`config.mk`:
```
export PLATFORM = sky130hd
export DESIGN_NAME = down_count_ctrl
export DESIGN_NICKNAME = d
export VERILOG_FILES = /design/src/rtl/down_count_ctrl_pkg.sv /design/src/rtl/down_count_prescaler.sv /design/src/rtl/down_count_ctrl.sv
export SDC_FILE = /design/constraint.sdc
export NUM_CORES = 1
export LEC_CHECK = 0
export BUFFER_PORTS_ARGS = -buffer_cell sky130_fd_sc_hd__buf_2
export CAP_MARGIN = 20
export CELL_PAD_IN_SITES_DETAIL_PLACEMENT = 1
export CELL_PAD_IN_SITES_GLOBAL_PLACEMENT = 2
export CORE_MARGIN = 10
export CORE_UTILIZATION = 36
export DETAILED_ROUTE_END_ITERATION = 16
export MAX_ROUTING_LAYER = met4
export PLACE_DENSITY_LB_ADDON = 0.1
export SYNTH_ARGS = -nofsm -noshare
export SYNTH_HDL_FRONTEND = slang
export SYNTH_SLANG_ARGS = --single-unit
```
`constraint.sdc`:
```
create_clock -name clk -period 4.6 [get_ports clk]
set_clock_uncertainty 0.1 [all_clocks]
set_input_delay 0.23 -clock clk [delete_from_list [all_inputs] [get_ports clk]]
set_output_delay 0.23 -clock clk [all_outputs]
set_load 0.005 [all_outputs]
```
`src/rtl/down_count_ctrl_pkg.sv`:
```
// down_count_ctrl_pkg: shared state encoding and default widths for the down-count timer controller.
package down_count_ctrl_pkg;
  localparam int DEF_WIDTH  = 4;
  localparam int DEF_PWIDTH = 4;
  typedef logic [1:0] state_t;
  localparam state_t ST_IDLE  = 2'd0;
  localparam state_t ST_RUN   = 2'd1;
  localparam state_t ST_PAUSE = 2'd2;
  localparam state_t ST_DONE  = 2'd3;
endpackage

```
`src/rtl/down_count_prescaler.sv`:
```
// down_count_prescaler: free-running divide-by-(divisor+1) counter emitting a step pulse on wrap.
module down_count_prescaler #(
  parameter int PWIDTH = down_count_ctrl_pkg::DEF_PWIDTH
) (
  input  logic              clk,
  input  logic              rst,
  input  logic              clear,
  input  logic              enable,
  input  logic [PWIDTH-1:0] divisor,
  output logic              step
);
  logic [PWIDTH-1:0] cnt_q, cnt_d;
  logic wrap;
  always_comb begin
    wrap  = cnt_q == divisor;
    step  = enable && wrap;
    cnt_d = clear ? '0 : !enable ? cnt_q : wrap ? '0 : cnt_q + 1'b1;
  end
  always_ff @(posedge clk or posedge rst)
    if (rst) cnt_q <= '0;
    else     cnt_q <= cnt_d;
endmodule

```
`src/rtl/down_count_ctrl.sv`:
```
// down_count_ctrl: loadable prescaled down-counter timer with one-shot/periodic modes, pause and stop.
module down_count_ctrl
  import down_count_ctrl_pkg::*;
#(
  parameter int WIDTH  = DEF_WIDTH,
  parameter int PWIDTH = DEF_PWIDTH
) (
  input  logic              clk,
  input  logic              rst,
  input  logic              start,
  input  logic              stop,
  input  logic              pause,
  input  logic              periodic,
  input  logic [WIDTH-1:0]  load_val,
  input  logic [PWIDTH-1:0] prescale,
  output logic [WIDTH-1:0]  count,
  output logic              busy,
  output logic              done,
  output logic              expire,
  output logic              err,
  output logic [1:0]        state
);
  state_t            state_q, state_d;
  logic [WIDTH-1:0]  count_q, count_d, reload_q, reload_d;
  logic [PWIDTH-1:0] presc_q, presc_d;
  logic              mode_q, mode_d;
  logic              busy_q, busy_d, done_q, done_d;
  logic              expire_q, expire_d, err_q, err_d;
  logic              active, launch, accept, reject, enable, step, terminal;
  // Pause outranks start, so a held pause also blocks launching from IDLE/DONE.
  always_comb begin
    active   = state_q == ST_RUN || state_q == ST_PAUSE;
    launch   = !active && !stop && !pause && start;
    accept   = launch && load_val != '0;
    reject   = launch && load_val == '0;
    enable   = active && !stop && !pause;
    terminal = step && count_q == WIDTH'(1);
  end
  down_count_prescaler #(.PWIDTH(PWIDTH)) u_prescaler (
    .clk     (clk),
    .rst     (rst),
    .clear   (stop || accept),
    .enable  (enable),
    .divisor (presc_q),
    .step    (step)
  );
  always_ff @(posedge clk or posedge rst)
    if (rst) state_q <= ST_IDLE;
    else     state_q <= state_d;
  always_comb
    state_d = stop                 ? ST_IDLE  :
              accept               ? ST_RUN   :
              !active              ? state_q  :
              pause                ? ST_PAUSE :
              terminal && !mode_q  ? ST_DONE  : ST_RUN;
  always_comb begin
    count_d  = stop    ? '0 :
               accept  ? load_val :
               !step   ? count_q :
               terminal ? (mode_q ? reload_q : '0) : count_q - 1'b1;
    reload_d = accept ? load_val : reload_q;
    presc_d  = accept ? prescale : presc_q;
    mode_d   = accept ? periodic : mode_q;
    busy_d   = state_d == ST_RUN || state_d == ST_PAUSE;
    done_d   = state_d == ST_DONE;
    expire_d = terminal;
    err_d    = reject;
  end
  always_ff @(posedge clk or posedge rst)
    if (rst) begin
      count_q  <= '0;
      reload_q <= '0;
      presc_q  <= '0;
      mode_q   <= 1'b0;
      busy_q   <= 1'b0;
      done_q   <= 1'b0;
      expire_q <= 1'b0;
      err_q    <= 1'b0;
    end else begin
      count_q  <= count_d;
      reload_q <= reload_d;
      presc_q  <= presc_d;
      mode_q   <= mode_d;
      busy_q   <= busy_d;
      done_q   <= done_d;
      expire_q <= expire_d;
      err_q    <= err_d;
    end
  assign count  = count_q;
  assign busy   = busy_q;
  assign done   = done_q;
  assign expire = expire_q;
  assign err    = err_q;
  assign state  = state_q;
endmodule

```
== After elaboration in Yosys (flattened, before gate mapping) ==
Index checks and enable logic that the tools add are counted.

* Output and inout bits: 10
* Logic and storage cells: 53
* Register bits after elaboration: 23
* Input bits: 14

* Mux-type cells: 13
* Reductions and logical operators: 21
* $add $sub $neg: 2
* Eq/ne operators: 7

{| class="wikitable"
|+ Operator list
! cell !! number
|-
| 4-bit 2-to-1 mux || 8
|-
| 1-bit logical AND || 10
|-
| 2-bit 2-to-1 mux || 5
|-
| 2-bit == test (second input constant) || 3
|-
| 4-bit by 1-bit adder with 4-bit output (second input constant) || 1
|-
| 2-bit by 1-bit == test with 1-bit output (second input constant) || 2
|-
| 4-bit by 1-bit == test with 1-bit output (second input constant) || 1
|-
| 4-bit == test || 1
|-
| 1-bit logical NOT || 4
|-
| 4-bit logical NOT || 1
|-
| 4-bit nonzero test || 1
|-
| 4-bit by 1-bit subtractor with 4-bit output (second input constant) || 1
|-
| 1-bit logical OR || 3
|-
| 3-bit nonzero test || 1
|-
| 2-bit nonzero test || 1
|}

== Logic depth before layout (Yosys ltp) ==
Gate-level depths: netlist of run 1.

* Depth in word-level cells: 14
* Depth in mapped cells: 7
* Mapped depth without buffers: 7

== Modules after synthesis ==
A second synthesis of run 1 with hierarchy kept.

* Cells, all modules: 124
* Area total of the unflattened synthesis: 1212.4 um2

{| class="wikitable"
|+ Modules (own cells, without submodules)
! module !! cells an instance !! area an instance (um2) !! times used !! sequential area each (um2)
|-
| down_count_ctrl || 96 || 925.9 || 1 || 475.5
|-
| down_count_prescaler || 28 || 286.5 || 1 || 100.1
|}

== Worst setup path before layout of run 1 ==
OpenSTA, ideal clock, no wires.

* Kind: reg-to-reg
* From: register state_q[1], in the netlist state[1]
* To: register busy_q, in the netlist busy
* Setup time: 126 ps
* Data arrival time: 1624 ps
* Required time: 4374 ps
* Buffers on the path: 2
* Slack: 2750 ps
* Period minus slack after synthesis: 1850 ps
* Stages on the path, launching flop included: 7
* Cells stage by stage: dfrtp_1 > xnor2_1 > nand4_1 > buf_6 > buf_4 > a31oi_1 > ha_1

* Elaborated cells on any way between the ends: 21
* Classes of those cells: eq/ne: 4; mux: 5; reduce/logical: 12

{| class="wikitable"
|+ RTL lines
! what !! RTL line !! text
|-
| start: declaration || down_count_ctrl.sv:23 || <nowiki>state_t state_q, state_d;</nowiki>
|-
| start signal: assignment || down_count_ctrl.sv:49 || <nowiki>else state_q <= state_d;</nowiki>
|-
| 2-bit by 1-bit == test with 1-bit output or 2-bit == test (tied branches) || down_count_ctrl.sv:32 || <nowiki>active = state_q == ST_RUN || state_q == ST_PAUSE;</nowiki>
|-
| 1-bit logical OR (*) || down_count_ctrl.sv:32 ||
|-
| 1-bit logical NOT || -- ||
|-
| 1-bit logical AND (3 in a row) || down_count_ctrl.sv:33 || <nowiki>launch = !active && !stop && !pause && start;</nowiki>
|-
| 1-bit logical AND || down_count_ctrl.sv:34 || <nowiki>accept = launch && load_val != '0;</nowiki>
|-
| 2-bit 2-to-1 mux (*) || down_count_ctrl.sv:52 || <nowiki>accept ? ST_RUN :</nowiki>
|-
| 2-bit 2-to-1 mux (*) || down_count_ctrl.sv:51 || <nowiki>state_d = stop ? ST_IDLE :</nowiki>
|-
| via state_d[0] || down_count_ctrl.sv:23 ||
|-
| 2-bit by 1-bit == test with 1-bit output or 2-bit == test (tied branches) || down_count_ctrl.sv:64 || <nowiki>busy_d = state_d == ST_RUN || state_d == ST_PAUSE;</nowiki>
|-
| 1-bit logical OR (*) || down_count_ctrl.sv:64 ||
|-
| via busy_d || down_count_ctrl.sv:27 || <nowiki>logic busy_q, busy_d, done_q, done_d;</nowiki>
|-
| end signal: assignment || down_count_ctrl.sv:84 || <nowiki>busy_q <= busy_d;</nowiki>
|-
| end: declaration || down_count_ctrl.sv:27 ||
|}

The timed path passes the listed nets; every way through them passes the cells marked *.
A chain may end at the register's enable or synchronous reset.

== Worst setup path in the final report of run 1 ==
Ends and elaborated chain as after synthesis.

==> impl_metrics.csv, run 1 <==
group,metric,value,unit
logic_synthesis,synth_nets,135,
outcome,violations,"negative hold slack",
route,firstDrtPassIters,4,
power_and_ir_drop,irDropWorstVdd,0.122,mV
timing,tightest_slew,882,ps
final_layout,antenna_cells,0,
grt,grt_overflow,0,
die,io_pins,24,
placement,gp_congestion,0.754,
final_layout,finalNetCount,160,
logic_synthesis,post-synth-top-count-cell,"dfrtp_1",
setup_path,worstSetupStartpointType,"flip-flop",
route,drtAntennaViolNets,0,
clocking,cts_buffer_depth,2,
logic_synthesis,synth_area_leaders,"dfrtp_1, mux2_2, xnor2_1",
logic_synthesis,synth_edf_count,0,
clocking,post_cts_resized,0,
setup_path,critPathKind,"reg -> reg",
logic_synthesis,synth_cells,117,
timing,period_minus_slack,2560,ps
timing,setup_viol,0,
timing,hold_viol_final,23,
die,die_area,6100,um2
route,drc,0,
final_layout,synthToLayoutAreaGrowth,14.4,%
route,via_per_inst,5.09,
logic_synthesis,netlist.area_leader.share,47.3,%
clocking,cts_sinks,23,
placement,io_buffers,23,
power_and_ir_drop,p_per_area,325,nW/um2
grt,grt_pass1_wl,4970,um
clocking,cts_inserted_buffers,3,
die,die_h,78.1,um
timing,slew_headroom,41.2,%
clocking,clk_pin_slew,130,ps
route,first_iter_violations,76,
die,initial_core_util,36.7,%
route,post_drt_wl_per_cell,15.3,um
route,via_count,952,
power_and_ir_drop,p_leak,0.659,nW
placement,placed_cells,183,
setup_path,end_kind,"flip-flop",
setup_path,cp_data_required_time,4710,ps
timing,tns,0,ps
timing,rsz0062_at_grt,"false",
job,max_cap_viol_count,0,
timing,drv_slew,0,
timing,holdWs,-16.2,ps
setup_path,arrival,2670,ps
timing,period_share,55.7,%
outcome,status,"finished, violations left",
die,die_w,78.1,um
final_layout,final_cells,187,
logic_synthesis,synth_cell_types,33,
logic_synthesis,syn_area_per_cell,10.4,um2
final_layout,drive_above_1_share,27.7,%
logic_synthesis,ys_warn_count,0,
clocking,tritoncts,"done",
grt,grt_pass1_vias,1051,
logic_synthesis,async_flop_share,100,%
die,row_count,21,
grt,grt_antenna_before_repair,0,
clocking,clkLatencyLatePin,310,ps
logic_synthesis,yosysTopAreaCell,"dfrtp_1",
grt,grt_start_max_net_pins,24,
clocking,htreeDepth,1,
logic_synthesis,ys_seq_area_share,47.3,%
die,coreArea,3310,um2
grt,grt_use_total,10.2,%
placement,dp_hpwl,2230,um
logic_synthesis,synthTopCellsByCount,"dfrtp_1, nand2_1, nor2_1, a21oi_1",
setup_path,cp_max_fo,20,
logic_synthesis,synthFlopType,"dfrtp_1",
logic_synthesis,ys_seq_elements,23,
min_path,hp-class,"in -> async",
clocking,holdBufCountCts,0,
route,routed_wl,2860,um
timing,fmax,0.391,GHz
power_and_ir_drop,p_total,452,uW
logic_synthesis,syn-cell-area,1220,um2
clocking,clockRootBuffer,"clkbuf_4",
clocking,post_cts_buffers,0,
==> layer usage <==
metal	vias to the layer above	track usage [%]	part of all wire [%]
li1	456	-	-
met1	476	12.6	49
met2	18	15.4	46
met3	2	2.85	4.2
met4	0	4.30	0.80
met5	-	-	0
==> flip-flops by register name, indices dropped and copies added (netlist names) <==
name	count
busy	1
count	4
done	1
err	1
expire	1
mode_q	1
presc_q	4
reload_q	4
state	2
u_prescaler.cnt_q	4
==> worst max-delay path, stage by stage, from the launching register on <==
cell	delay, ps
dfrtp_1	460
xnor2_1	370
nand4_1	770
a31oi_1	480
ha_1	280
==> worst paths after layout <==
kind,start,end,slack [ps],cells past startpoint
worst max-delay path,state[1],busy,2040,4
worst min-delay path,rst,busy,-20,2
worst max register to register,state[1],busy,2040,4
worst min register to register,reload_q[3],reload_q[3],390,1
max in group asynchronous,rst,expire,3870,2
min in group clk,prescale[2],presc_q[2],40,2
==> logic make-up (layout without fill, tap and decap cells) <==
logic type / Yosys count / after routing / synth area share [%]
adders and majority gates: 4 / 4 / 4.12
AOI/OAI and AO/OA: 23 / 23 / 13.9
xor gates and xnor gates: 8 / 8 / 5.76
DFF: 23 / 23 / 47.3
and+or+nand+nor: 39 / 39 / 15.8
muxes: 10 / 10 / 8.95
buffers and inverters: 10 / 34 / 4.12
==> placed cells by master, fill, tap and decap left out, types with 2 or more instances in the layout <==
| cell | count |
|---|---|
| dfrtp_1 | 23 |
| buf_2 | 23 |
| inv_1 | 7 |
| ha_1 | 4 |
| mux2i_1 | 3 |
| mux2_2 | 7 |
| o31a_1 | 2 |
| xnor2_1 | 6 |
| a21o_1 | 2 |
| clkbuf_4 | 3 |
| xor2_1 | 2 |
| nor2_2 | 2 |
| a21oi_1 | 9 |
| nand3_1 | 5 |
| nor3_1 | 3 |
| nand4_1 | 3 |
| nor2_1 | 10 |
| nand2_1 | 10 |
| nand2b_1 | 2 |
| o21ai_0 | 2 |
==> report_power, final <==
part	switching (mW)	internal [mW]	total (mW)
Clock	0.0600	0.0338	0.0938
Combinational	0.0556	0.0531	0.109
Sequential	0.0223	0.228	0.250
Total	0.138	0.314	0.452
==> stage by stage <==
stage	setup slack, ps	area, um2	util, %	hold WS, ps
2_1_floorplan	2750	1220	-	132
3_3_place_gp	2150	1370	41.2	364
3_5_place_dp	2060	1370	41.2	366
4_1_cts	2030	1390	42.0	16.1
5_1_grt	1830	1390	42.0	15.9
6_report	2040	1390	42.0	-16.2
==> area by class of cell <==
type	count	area [um2]
multi-input cells	84	591
inverters	7	26.3
flip-flops and latches	23	576
clock buffers	4	26.3
repair buffers	23	115
well taps	46	57.6
fillers	399	1920
No activity file was read; power rests on OpenSTA's default activity.
==> run 2, diff against run 1 <==
CORE_UTILIZATION = 34   (was 36)
clock period = 2.5 ns   (was 4.6 ns; I/O delays follow)
==> impl_metrics.csv, run 2 (synthesis results as in run 1) <==
group,metric,value,unit
route,routed_wl,3070,um
outcome,status,"completed",
placement,gp_congestion,0.804,
clocking,post_cts_resized,0,
clocking,tritoncts,"done",
die,io_pins,24,
final_layout,layout_common_cells,"dfrtp_1, buf_2, nor2_1, nand2_1, dlygate4sd3_1",
placement,io_buffers,23,
setup_path,worst-r2r-setup-slack,570,ps
route,drtAntennaViolNets,0,
die,initial_core_util,35.9,%
die,die_h,79.8,um
clocking,holdBufCountCts,10,
setup_path,slowest_delay,540,ps
placement,dp_hpwl,2320,um
timing,hold_viol_final,0,
clocking,cts_buffer_depth,2,
setup_path,arrival,2170,ps
setup_path,critPathTopFamily,"buffers and inverters",
route,firstDrtPassIters,4,
setup_path,path_buf_inv,3,
setup_path,path_cells,"dlygate4sd3_1 -> buf_2 -> or4_4 -> nand4_1 -> buf_4 -> a31oi_1 -> ha_1",
route,post_drt_wl_per_cell,15.5,um
clocking,cts_inserted_buffers,3,
final_layout,finalNetCount,171,
placement,place_area,1370,um2
die,row_count,21,
die,coreArea,3390,um2
die,die_w,79.8,um
grt,grt_overflow,0,
grt,grt_antenna_before_repair,0,
job,max_cap_viol_count,0,
final_layout,regArea,576,um2
setup_path,cp_max_fo,20,
route,drc,0,
grt,grt_start_max_net_pins,24,
route,via_per_inst,4.89,
route,first_iter_violations,41,
route,met1Wirelength,1380,um
clocking,cts_sinks,23,
final_layout,synthToLayoutAreaGrowth,23.3,%
timing,fmax,0.487,GHz
final_layout,antenna_cells,0,
power_and_ir_drop,p_per_area,567,nW/um2
grt,grt_use_total,10.6,%
timing,setup_viol,0,
timing,period_minus_slack,2060,ps
timing,drv_slew,0,
setup_path,cp_data_required_time,2610,ps
min_path,hp-class,"in -> reg",
setup_path,critPathKind,"in -> reg",
die,die_area,6370,um2
final_layout,final_cells,198,
setup_path,end_kind,"flip-flop",
setup_path,crit_slowest_cell,"or4_4",
timing,slew_headroom,40.3,%
timing,holdWs,41.1,ps
clocking,clkLatencyLatePin,310,ps
clocking,clk_pin_slew,130,ps
grt,grt_pass1_wl,5220,um
final_layout,num-fill-cells,397,
timing,rsz0062_at_grt,"false",
route,dr_wl_met2,1480,um
setup_path,worstSetupStartpointType,"input pin",
placement,placed_cells,184,
route,maxUsedRoutingLayer,"met4",
timing,period_share,82.2,%
final_layout,fin_area,1500,um2
power_and_ir_drop,p_leak,0.708,nW
power_and_ir_drop,irDropWorstVdd,0.236,mV
route,wl_met3,158,um
timing,tightest_slew,895,ps
final_layout,drive_above_1_share,26.3,%
clocking,htreeDepth,1,
timing,tns,0,ps
clocking,post_cts_buffers,0,
final_layout,multi_input_comb_area,591,um2
clocking,clockRootBuffer,"clkbuf_4",
grt,grt_pass1_vias,1098,
route,via_count,968,
run 2: cell types whose count changed in the layout (fill, tap and decap cells not counted), sizes merged:
cell / delta
buf: +1
dlygate4sd3: +10
run 2: routing by layer:
metal / vias to the layer above / track usage [%]
li1: 480 / -
met1: 462 / 11.8
met2: 20 / 17.2
met3: 6 / 3.15
met4: 0 / 4.75
met5: - / -
run 2: layout make-up:
| type | instances | area share, % |
|---|---|---|
| Sequential cell | 23 | 38.4 |
| Timing Repair Buffer | 34 | 14.9 |
| Clock buffer | 4 | 1.75 |
| Tap cell | 46 | 3.84 |
| Multi-Input combinational cell | 84 | 39.4 |
| Inverter | 7 | 1.75 |
run 2: per-stage QoR:
stage	utilization (%)	power, mW	worst slack, ps
floorplan	-	0.605	650
global placement	40.5	0.666	656
detailed placement	40.5	0.671	596
CTS	44.2	0.865	439
global route	44.2	0.911	393
finish	44.2	0.850	445
run 2: worst paths after layout:
path / start / cells past startpoint / to
max: load_val[0] / 7 / busy
min: stop / 2 / state[0]
max reg2reg: u_prescaler.cnt_q[0] / 6 / busy
min reg2reg: reload_q[3] / 1 / reload_q[3]
max in group asynchronous: rst / 3 / presc_q[2]
min in group asynchronous: rst / 3 / count[1]
run 2: power breakdown:
part           switching (mW)  internal, mW
logic                   0.104         0.108
clock network           0.118        0.0624
registers              0.0401         0.419
total                   0.261         0.589
